<file path="src/rtl/guess_match_if.sv">
// Button/switch inputs and result/status outputs of the guess-match round controller.
interface guess_match_if #(
  parameter int WIDTH = 4
);
  logic             start;
  logic             check;
  logic [WIDTH-1:0] guess;
  logic             match;
  logic             not_match;
  logic [WIDTH-1:0] target;
  logic [3:0]       tries_left;
  logic             round_active;

  modport master (
    output start, check, guess,
    input  match, not_match, target, tries_left, round_active
  );

  modport slave (
    input  start, check, guess,
    output match, not_match, target, tries_left, round_active
  );
endinterface

</file>
<file path="src/rtl/guess_match_engine.sv">
// Number-guessing round controller: free-running LFSR picks the secret on start,
// each check press compares the guess and holds a match/not_match result.
module guess_match_engine #(
  parameter int WIDTH       = 4,
  parameter int MAX_TRIES   = 3,
  parameter int HOLD_CYCLES = 50_000_000
) (
  input  logic         clk,
  input  logic         rst,
  guess_match_if.slave bus
);
  localparam int            TW         = $clog2(HOLD_CYCLES) + 1;
  localparam logic [TW-1:0] HOLD_LOAD  = TW'(HOLD_CYCLES - 1);
  localparam logic [3:0]    TRIES_INIT = 4'(MAX_TRIES);

  typedef enum logic [1:0] {GEN, ARMED, OK, BAD} state_t;

  state_t           state, state_d;
  logic             start_q, check_q;
  logic             start_edge, check_edge;
  logic [7:0]       lfsr;
  logic [TW-1:0]    timer, timer_d;
  logic [WIDTH-1:0] target, target_d;
  logic [3:0]       tries, tries_d;
  logic             match_q, not_match_q, active_q;

  assign start_edge = bus.start & ~start_q;
  assign check_edge = bus.check & ~check_q;

  // x^8+x^6+x^5+x^4+1; a nonzero seed can never reach the all-zero lockup state
  always_ff @(posedge clk or negedge rst) begin
    if (!rst) begin
      lfsr    <= 8'hA5;
      start_q <= 1'b0;
      check_q <= 1'b0;
    end else begin
      lfsr    <= {lfsr[6:0], lfsr[7] ^ lfsr[5] ^ lfsr[4] ^ lfsr[3]};
      start_q <= bus.start;
      check_q <= bus.check;
    end
  end

  always_ff @(posedge clk or negedge rst) begin
    if (!rst) begin
      state       <= GEN;
      timer       <= '0;
      target      <= '0;
      tries       <= '0;
      match_q     <= 1'b0;
      not_match_q <= 1'b0;
      active_q    <= 1'b0;
    end else begin
      state       <= state_d;
      timer       <= timer_d;
      target      <= target_d;
      tries       <= tries_d;
      match_q     <= (state_d == OK);
      not_match_q <= (state_d == BAD);
      active_q    <= (state_d == ARMED);
    end
  end

  always_comb begin
    state_d  = state;
    target_d = target;
    tries_d  = tries;
    timer_d  = (timer == '0) ? '0 : timer - TW'(1);
    case (state)
      GEN: begin
        if (start_edge) begin
          target_d = lfsr[WIDTH-1:0];
          tries_d  = TRIES_INIT;
          state_d  = ARMED;
        end
      end
      ARMED: begin
        // start is ignored here, so a simultaneous start edge never reloads target
        if (check_edge) begin
          timer_d = HOLD_LOAD;
          if (bus.guess == target) begin
            state_d = OK;
          end else begin
            if (tries != 4'd0) tries_d = tries - 4'd1;
            state_d = BAD;
          end
        end
      end
      OK: begin
        if (timer == '0) state_d = GEN;
      end
      BAD: begin
        if (timer == '0) state_d = (tries != 4'd0) ? ARMED : GEN;
      end
      default: state_d = GEN;
    endcase
  end

  assign bus.match        = match_q;
  assign bus.not_match    = not_match_q;
  assign bus.target       = target;
  assign bus.tries_left   = tries;
  assign bus.round_active = active_q;
endmodule

</file>
<file path="src/flat_wrapper.sv">
// flat-port wrapper written by rule: the top's interface ports become plain ports
module guess_match_engine_flat 
#(
  parameter int WIDTH       = 4,
  parameter int MAX_TRIES   = 3,
  parameter int HOLD_CYCLES = 50_000_000
)
  (clk, rst, bus_start, bus_check, bus_guess, bus_match, bus_not_match, bus_target, bus_tries_left, bus_round_active);
  guess_match_if #(.WIDTH(WIDTH)) bus_i ();
  input  logic clk;
  input  logic rst;
  input wire logic [$bits(bus_i.start)-1:0] bus_start;
  input wire logic [$bits(bus_i.check)-1:0] bus_check;
  input wire logic [$bits(bus_i.guess)-1:0] bus_guess;
  output wire logic [$bits(bus_i.match)-1:0] bus_match;
  output wire logic [$bits(bus_i.not_match)-1:0] bus_not_match;
  output wire logic [$bits(bus_i.target)-1:0] bus_target;
  output wire logic [$bits(bus_i.tries_left)-1:0] bus_tries_left;
  output wire logic [$bits(bus_i.round_active)-1:0] bus_round_active;
  assign bus_i.start = bus_start;
  assign bus_i.check = bus_check;
  assign bus_i.guess = bus_guess;
  assign bus_match = bus_i.match;
  assign bus_not_match = bus_i.not_match;
  assign bus_target = bus_i.target;
  assign bus_tries_left = bus_i.tries_left;
  assign bus_round_active = bus_i.round_active;
  guess_match_engine #(.WIDTH(WIDTH), .MAX_TRIES(MAX_TRIES), .HOLD_CYCLES(HOLD_CYCLES)) u_core (.clk(clk), .rst(rst), .bus(bus_i));
endmodule
</file>
<file path="config.mk">
export PLATFORM = sky130hd
export DESIGN_NAME = guess_match_engine_flat
export DESIGN_NICKNAME = d
export VERILOG_FILES = /design/src/rtl/guess_match_if.sv /design/src/rtl/guess_match_engine.sv /design/src/flat_wrapper.sv
export SDC_FILE = /design/constraint.sdc
export NUM_CORES = 1
export LEC_CHECK = 0
export CAP_MARGIN = 40
export CORE_ASPECT_RATIO = 0.7
export CORE_MARGIN = 2
export CORE_UTILIZATION = 38
export CTS_CLUSTER_DIAMETER = 40
export DETAILED_ROUTE_END_ITERATION = 8
export GPL_ROUTABILITY_DRIVEN = 0
export GPL_TIMING_DRIVEN = 0
export PLACE_DENSITY = 0.54
export SLEW_MARGIN = 30
export SYNTH_ARGS = -nofsm -noshare
export SYNTH_HDL_FRONTEND = slang
export SYNTH_SLANG_ARGS = --single-unit
</file>
<file path="constraint.sdc">
create_clock -name clk -period 3.2 [get_ports clk]
set_input_delay 0.64 -clock clk [delete_from_list [all_inputs] [get_ports clk]]
set_output_delay 0.64 -clock clk [all_outputs]
set_load 0.05 [all_outputs]
</file>
Word level (Yosys, flattened, before mapping)

Cells that the tools add are included.

Reductions and logical operators: 6
Add/subtract/negate cells: 2
Bitwise logic cells: 7
Equal/unequal tests: 11
Mux-type cells: 15

Operator list:

| operator                                                             | number |
|---|---|
| 27-bit 2-to-1 mux                                                    | 3 |
| 27-bit zero test                                                     | 1 |
| 27-bit by 1-bit subtractor with 27-bit output, second input constant | 1 |
| 4-bit 2-to-1 mux                                                     | 4 |
| 2-bit == test, second input constant                                 | 4 |
| 2-bit 2-to-1 mux                                                     | 4 |
| 2-bit one-hot mux with 4 select lines                                | 1 |
| 4-bit one-hot mux with 2 select lines                                | 1 |
| 2-bit by 1-bit != test with 1-bit output, second input constant      | 3 |
| 5-bit AND reduction                                                  | 1 |
| 2-bit by 1-bit == test with 1-bit output, second input constant      | 2 |
| 4-bit == test                                                        | 1 |
| 4-bit nonzero test                                                   | 1 |
| 4-bit by 1-bit subtractor with 4-bit output, second input constant   | 1 |
| 1-bit bitwise XOR                                                    | 3 |
| 1-bit AND                                                            | 2 |
| 2-bit zero test                                                      | 1 |
| 1-bit 2-to-1 mux                                                     | 2 |
| 2-bit != test, second input constant                                 | 1 |
| 1-bit NOT                                                            | 2 |
| 2-bit AND reduction                                                  | 1 |
| 2-bit nonzero test                                                   | 1 |

Output and inout bits: 11
Bits of input ports: 8
Bits in registers: 50

Longest topological paths before layout

Depth in word-level cells: 5
Depth in mapped cells: 7
Mapped depth without buffers: 6

Worst setup path after synthesis

Ideal clock, no wire load.

Path kind: register to register
Start point: reg u_core.timer[8]
End point: reg u_core.timer[24]
Setup time: 0.077 ns
Path buffers: 1
Period minus slack after synthesis: 2.568 ns
Path slack: 0.632 ns
Cell stages (with the launch flop): 7
Data arrival time: 2.491 ns
Path through: dfrtp_1 -> or4_4 -> or3_1 -> buf_2 -> or4_4 -> or4b_1 -> a21oi_1

Cells in the longest elaborated chain, start to end: 4
Elaborated cells between the ends (all ways): 5

Ends and longest elaborated chain:

| element                                                                           | RTL line                 | source |
|---|---|---|
| start: declaration                                                                | guess_match_engine.sv:22 | `logic [TW-1:0] timer, timer_d;` |
| start signal: assignment                                                          | guess_match_engine.sv:54 | `timer <= timer_d;` |
| 27-bit by 1-bit subtractor with 27-bit output or 27-bit zero test (tied branches) | guess_match_engine.sv:67 | `timer_d = (timer == '0) ? '0 : timer - TW'(1);` |
| 27-bit 2-to-1 mux (*)                                                             | guess_match_engine.sv:67 |  |
| 27-bit 2-to-1 mux                                                                 | guess_match_engine.sv:78 | `if (check_edge) begin` |
| 27-bit 2-to-1 mux (*)                                                             | guess_match_engine.sv:68 | `case (state)` |
| via u_core.timer_d[24]                                                            | guess_match_engine.sv:22 |  |

The timed path passes the listed nets; every way through them passes the cells marked *.
A chain may end at the register's enable or synchronous reset.

Final worst setup path

Start point: reg u_core.timer[13]
End point: reg u_core.timer[21]

Same word-level chain as after synthesis.

==> parameters.txt <==
Parameter                              Value

Setup path
  Worst setup path category    flop to flop
  Number of logic stages on the critical path including buffering    5
  Worst setup endpoint    u_core.timer[21]$_DFF_PN0_
  Worst flop-to-flop path endpoint    u_core.timer[21]$_DFF_PN0_
  Cell family with most CP delay    simple AND/OR/NAND/NOR gates
  Longest individual stage delay on the worst path    0.61 ns
  Critical path launch point type    flop
  Data arrival time at the worst-slack endpoint    3.02 ns
  Number of buffers and inverters on the critical path    1
  Data required time at the worst endpoint    3.36 ns
  Critical-path cell list    or4_1, or4_1, nor3_2, clkbuf_1, o21ai_0
  Worst setup EP type    flop
  Launching element of the worst setup path    u_core.timer[13]$_DFF_PN0_
  Critical path's most frequent cell    or4_1
  Slack of the worst reg-to-reg path    approximately 0.34 ns
  Maximum net fanout on the critical path    10
  Reg2reg start    u_core.timer[13]$_DFF_PN0_
  Worst-case reg-to-reg path depth    5
  Critical Path Slowest Stage Cell    or4_1

Pwr
  Overall Power    1.04 mW
  Power per cell area    398 mW/mm2
  Leak Pwr    1.02 nW
  Switching Share    0.228
  Combinational power share    0.040
  Int Pwr    0.806 mW
  Flop pwr share    0.611
  VDD IR max    about 0.18 mV
  Switching power    0.238 mW
  Clock Power Share    0.349

STA
  Max_slew headroom    0.537
  Endpoints failing hold    0
  Total count of max-transition violations in the final report    0
  Fmax achieved    about 350 MHz
  Least-Margin Pin Slew    0.691 ns
  Post-route fraction of the period consumed by the critical path    0.894
  Clock period minus final worst setup slack    2.86 ns
  Hold slack final    0.191 ns
  Final clock skew    0.00746 ns
  Final number of setup-violating endpoints    0
  Minimum setup slack in the final design    between 0.3 and 0.4 ns
  Setup repair after global routing missed its margin    no

Logic synthesis
  Cell area after synthesis    0.00223 mm2
  Largest area contributor in the synthesized netlist    dfrtp_1
  Post-synthesis sequential area ratio    0.562
  Top area cells in the synthesized netlist    dfrtp_1 (52%), xnor2_1 (8.6%), dfstp_2 (4.7%)
  Number of distinct standard cells referenced by the synthesized netlist    35
  Syn Nets    approximately 220
  Mean instance size in the synthesized netlist    between 10 and 15 um2
  Cells after Synth    204
  Top cell type's share of synthesized area    0.515
  Warning count from the yosys run    0
  Yosys reg bits    50

Clocking
  TritonCTS clock tree    done
  CTS HTree Levels    2
  Cells resized by post-CTS repair    0
  Number of clock sinks seen by CTS    50
  Buffers from clock root to sink, at most    2
  Num CTS Buffers    5
  Clock-pin transition on the worst setup and hold timing paths    0.10 ns
  Number of hold-repair buffers added at the cts stage    0
  Number of buffers added for setup after CTS    0
  Clock insertion delay at the later pin of the skew report    approximately 0.30 ns
  CTS root buffer    clkbuf_8

Floorplanning
  Effective utilization at floorplan    0.392
  Die Span X    about 96 um
  DIE HEIGHT    around 68 um
  Total core area    around 0.0057 mm2
  I/O pin total    19
  Core Rows    23
  Area of the die    0.00652 mm2

Cells and area
  Fill count    538
  Area taken by multi-input logic gates    roughly 940 um2
  Antenna fix cells    0
  Sequential cell area in the final layout    0.00126 mm2
  Area growth syn-to-layout    17.6%
  Total non-filler cell area in the finished layout    0.00263 mm2
  Final net count    242
  Fraction of final layout cells sized beyond drive strength 1    0.125

Status
  Outcome    complete, no violations

Place
  DPL Wire Length    2.92 mm
  Quantity of I/O buffers inserted on ports    18
  Worst-case setup slack after placement    around 0.34 ns
  Area of placed instances    0.00254 mm2

Detailed routing
  Total routed wirelength    between 4 and 5 mm
  Average via count per standard cell    between 5 and 6
  Residual antenna-violating net count after detailed routing    0
  DRC viols    0
  Total number of vias    1552
  Routed length per instance    about 13 um
  Initial DRC Count    86
  First drt pass iteration count    4

GRT
  Number of global-route vias before repair    1574
  Pin count of the biggest net entering global routing    35
  Overall global routing resource usage    0.152
  First-pass GRT wire length    7.61 mm
  Number of antenna violations at the first check in global routing    0
  Final global-route overflow total    0

Worst hold path
  Path class of the lowest-slack min-delay path    input pin to asynchronous set/reset pin

Flow run
  Number of maximum-capacitance constraint violations    0
-- layer usage --
metal  global-route usage  vias up  share of wire  wire length, um
met4               0.0304        0         0.0060               25
li1                     -      770              -                -
met3               0.0396        4          0.030              126
met2                0.225       18           0.41             1680
met5                    0        -              0                0
met1                0.225      760           0.56             2310
-- sequential cells by signal, summed over array words and instances, names as in the netlist --
name                     flops
u_core.bus.match             1
u_core.bus.not_match         1
u_core.bus.round_active      1
u_core.bus.target            4
u_core.bus.tries_left        4
u_core.check_q               1
u_core.lfsr                  8
u_core.start_q               1
u_core.state                 2
u_core.timer                27
-- power groups by stage --
stage | sequential [mW] | clock (mW) | combinational [mW]
6_report | 0.638 | 0.364 | 0.0422
5_1_grt | 0.639 | 0.414 | 0.0470
4_1_cts | 0.638 | 0.381 | 0.0436
3_5_place_dp | 0.650 | 0 | 0.0432
3_3_place_gp | 0.650 | 0 | 0.0406
2_1_floorplan | 0.655 | 0 | 0.00827
-- worst min-delay path by stage --
stage,end,slack [ns],cells after the start
6_report,u_core.bus.not_match$_DFF_PN0_,0.19,1
5_1_grt,u_core.bus.not_match$_DFF_PN0_,0.18,1
4_1_cts,u_core.state[1]$_DFF_PN0_,0.19,1
3_5_place_dp,u_core.lfsr[7]$_DFF_PN1_,0.35,0
3_3_place_gp,u_core.lfsr[7]$_DFF_PN1_,0.33,0
2_1_floorplan,u_core.lfsr[7]$_DFF_PN1_,0.33,0
-- cells by family after synthesis --
group                    synth area share
flip-flops                          0.562
adder cells (fa/ha/maj)            0.0168
multiplexers                       0.0246
AND/OR/NAND/NOR                     0.186
buffers and inverters              0.0174
XOR/XNOR                            0.110
AO/OA/AOI/OAI                      0.0829
-- synthesized netlist by cell type --
| library cell | count |
|---|---|
| a21boi_0 | 1 |
| a21oi_1 | 5 |
| a311o_1 | 1 |
| a31o_2 | 1 |
| and3_1 | 1 |
| buf_1 | 1 |
| buf_2 | 1 |
| clkbuf_1 | 3 |
| dfrtp_1 | 46 |
| dfstp_2 | 4 |
| ha_1 | 3 |
| inv_1 | 5 |
| mux2_2 | 4 |
| mux2i_1 | 1 |
| nand2_1 | 8 |
| nand2b_1 | 3 |
| nand3_1 | 4 |
| nand3b_1 | 1 |
| nand4_1 | 2 |
| nor2_1 | 22 |
| nor3_1 | 8 |
| nor3_2 | 1 |
| nor4_1 | 6 |
| nor4b_1 | 1 |
| o211a_1 | 1 |
| o21ai_0 | 19 |
| o22ai_1 | 1 |
| o31ai_1 | 3 |
| or2_2 | 4 |
| or3_1 | 5 |
| or4_1 | 7 |
| or4_4 | 2 |
| or4b_1 | 1 |
| xnor2_1 | 22 |
| xor2_1 | 6 |
-- through the flow --
| step | util | setup TNS, ns | std cells |
|---|---|---|---|
| after floorplan | - | 0 | 204 |
| after global placement | 0.440 | -1.52 | 297 |
| after detailed placement | 0.445 | 0 | 299 |
| after CTS | 0.461 | 0 | 307 |
| after global routing | 0.461 | 0 | 307 |
| final | 0.461 | 0 | 307 |
-- placed cells by master (no fill, tap or decap), types with 2 or more instances in the layout --
cell type        instances
buf_2                    2
or4_4                    2
nand2b_1                 3
clkbuf_1                 3
a21oi_1                  5
o31ai_1                  3
or3_1                    5
mux2_2                   4
nor2_1                  22
clkdlybuf4s50_1         17
xnor2_1                 22
nand3_1                  4
o21ai_0                 19
clkbuf_8                 5
nor4_1                   6
inv_1                    5
nand4_1                  2
dfrtp_1                 46
or2_2                    4
xor2_1                   6
nor3_1                   8
ha_1                     3
dfstp_2                  4
or4_1                    7
nand2_1                  8
-- final cells by class --
| class | count | share of cell area |
|---|---|---|
| buffer | 5 | 0.00762 |
| clock buffer | 5 | 0.0262 |
| clock inverter | 3 | 0.00810 |
| inverter | 5 | 0.00715 |
| multi-input combinational | 144 | 0.360 |
| sequential | 50 | 0.478 |
| tap | 75 | 0.0357 |
| timing repair buffer | 20 | 0.0772 |
(Power assumes the default switching activity.)
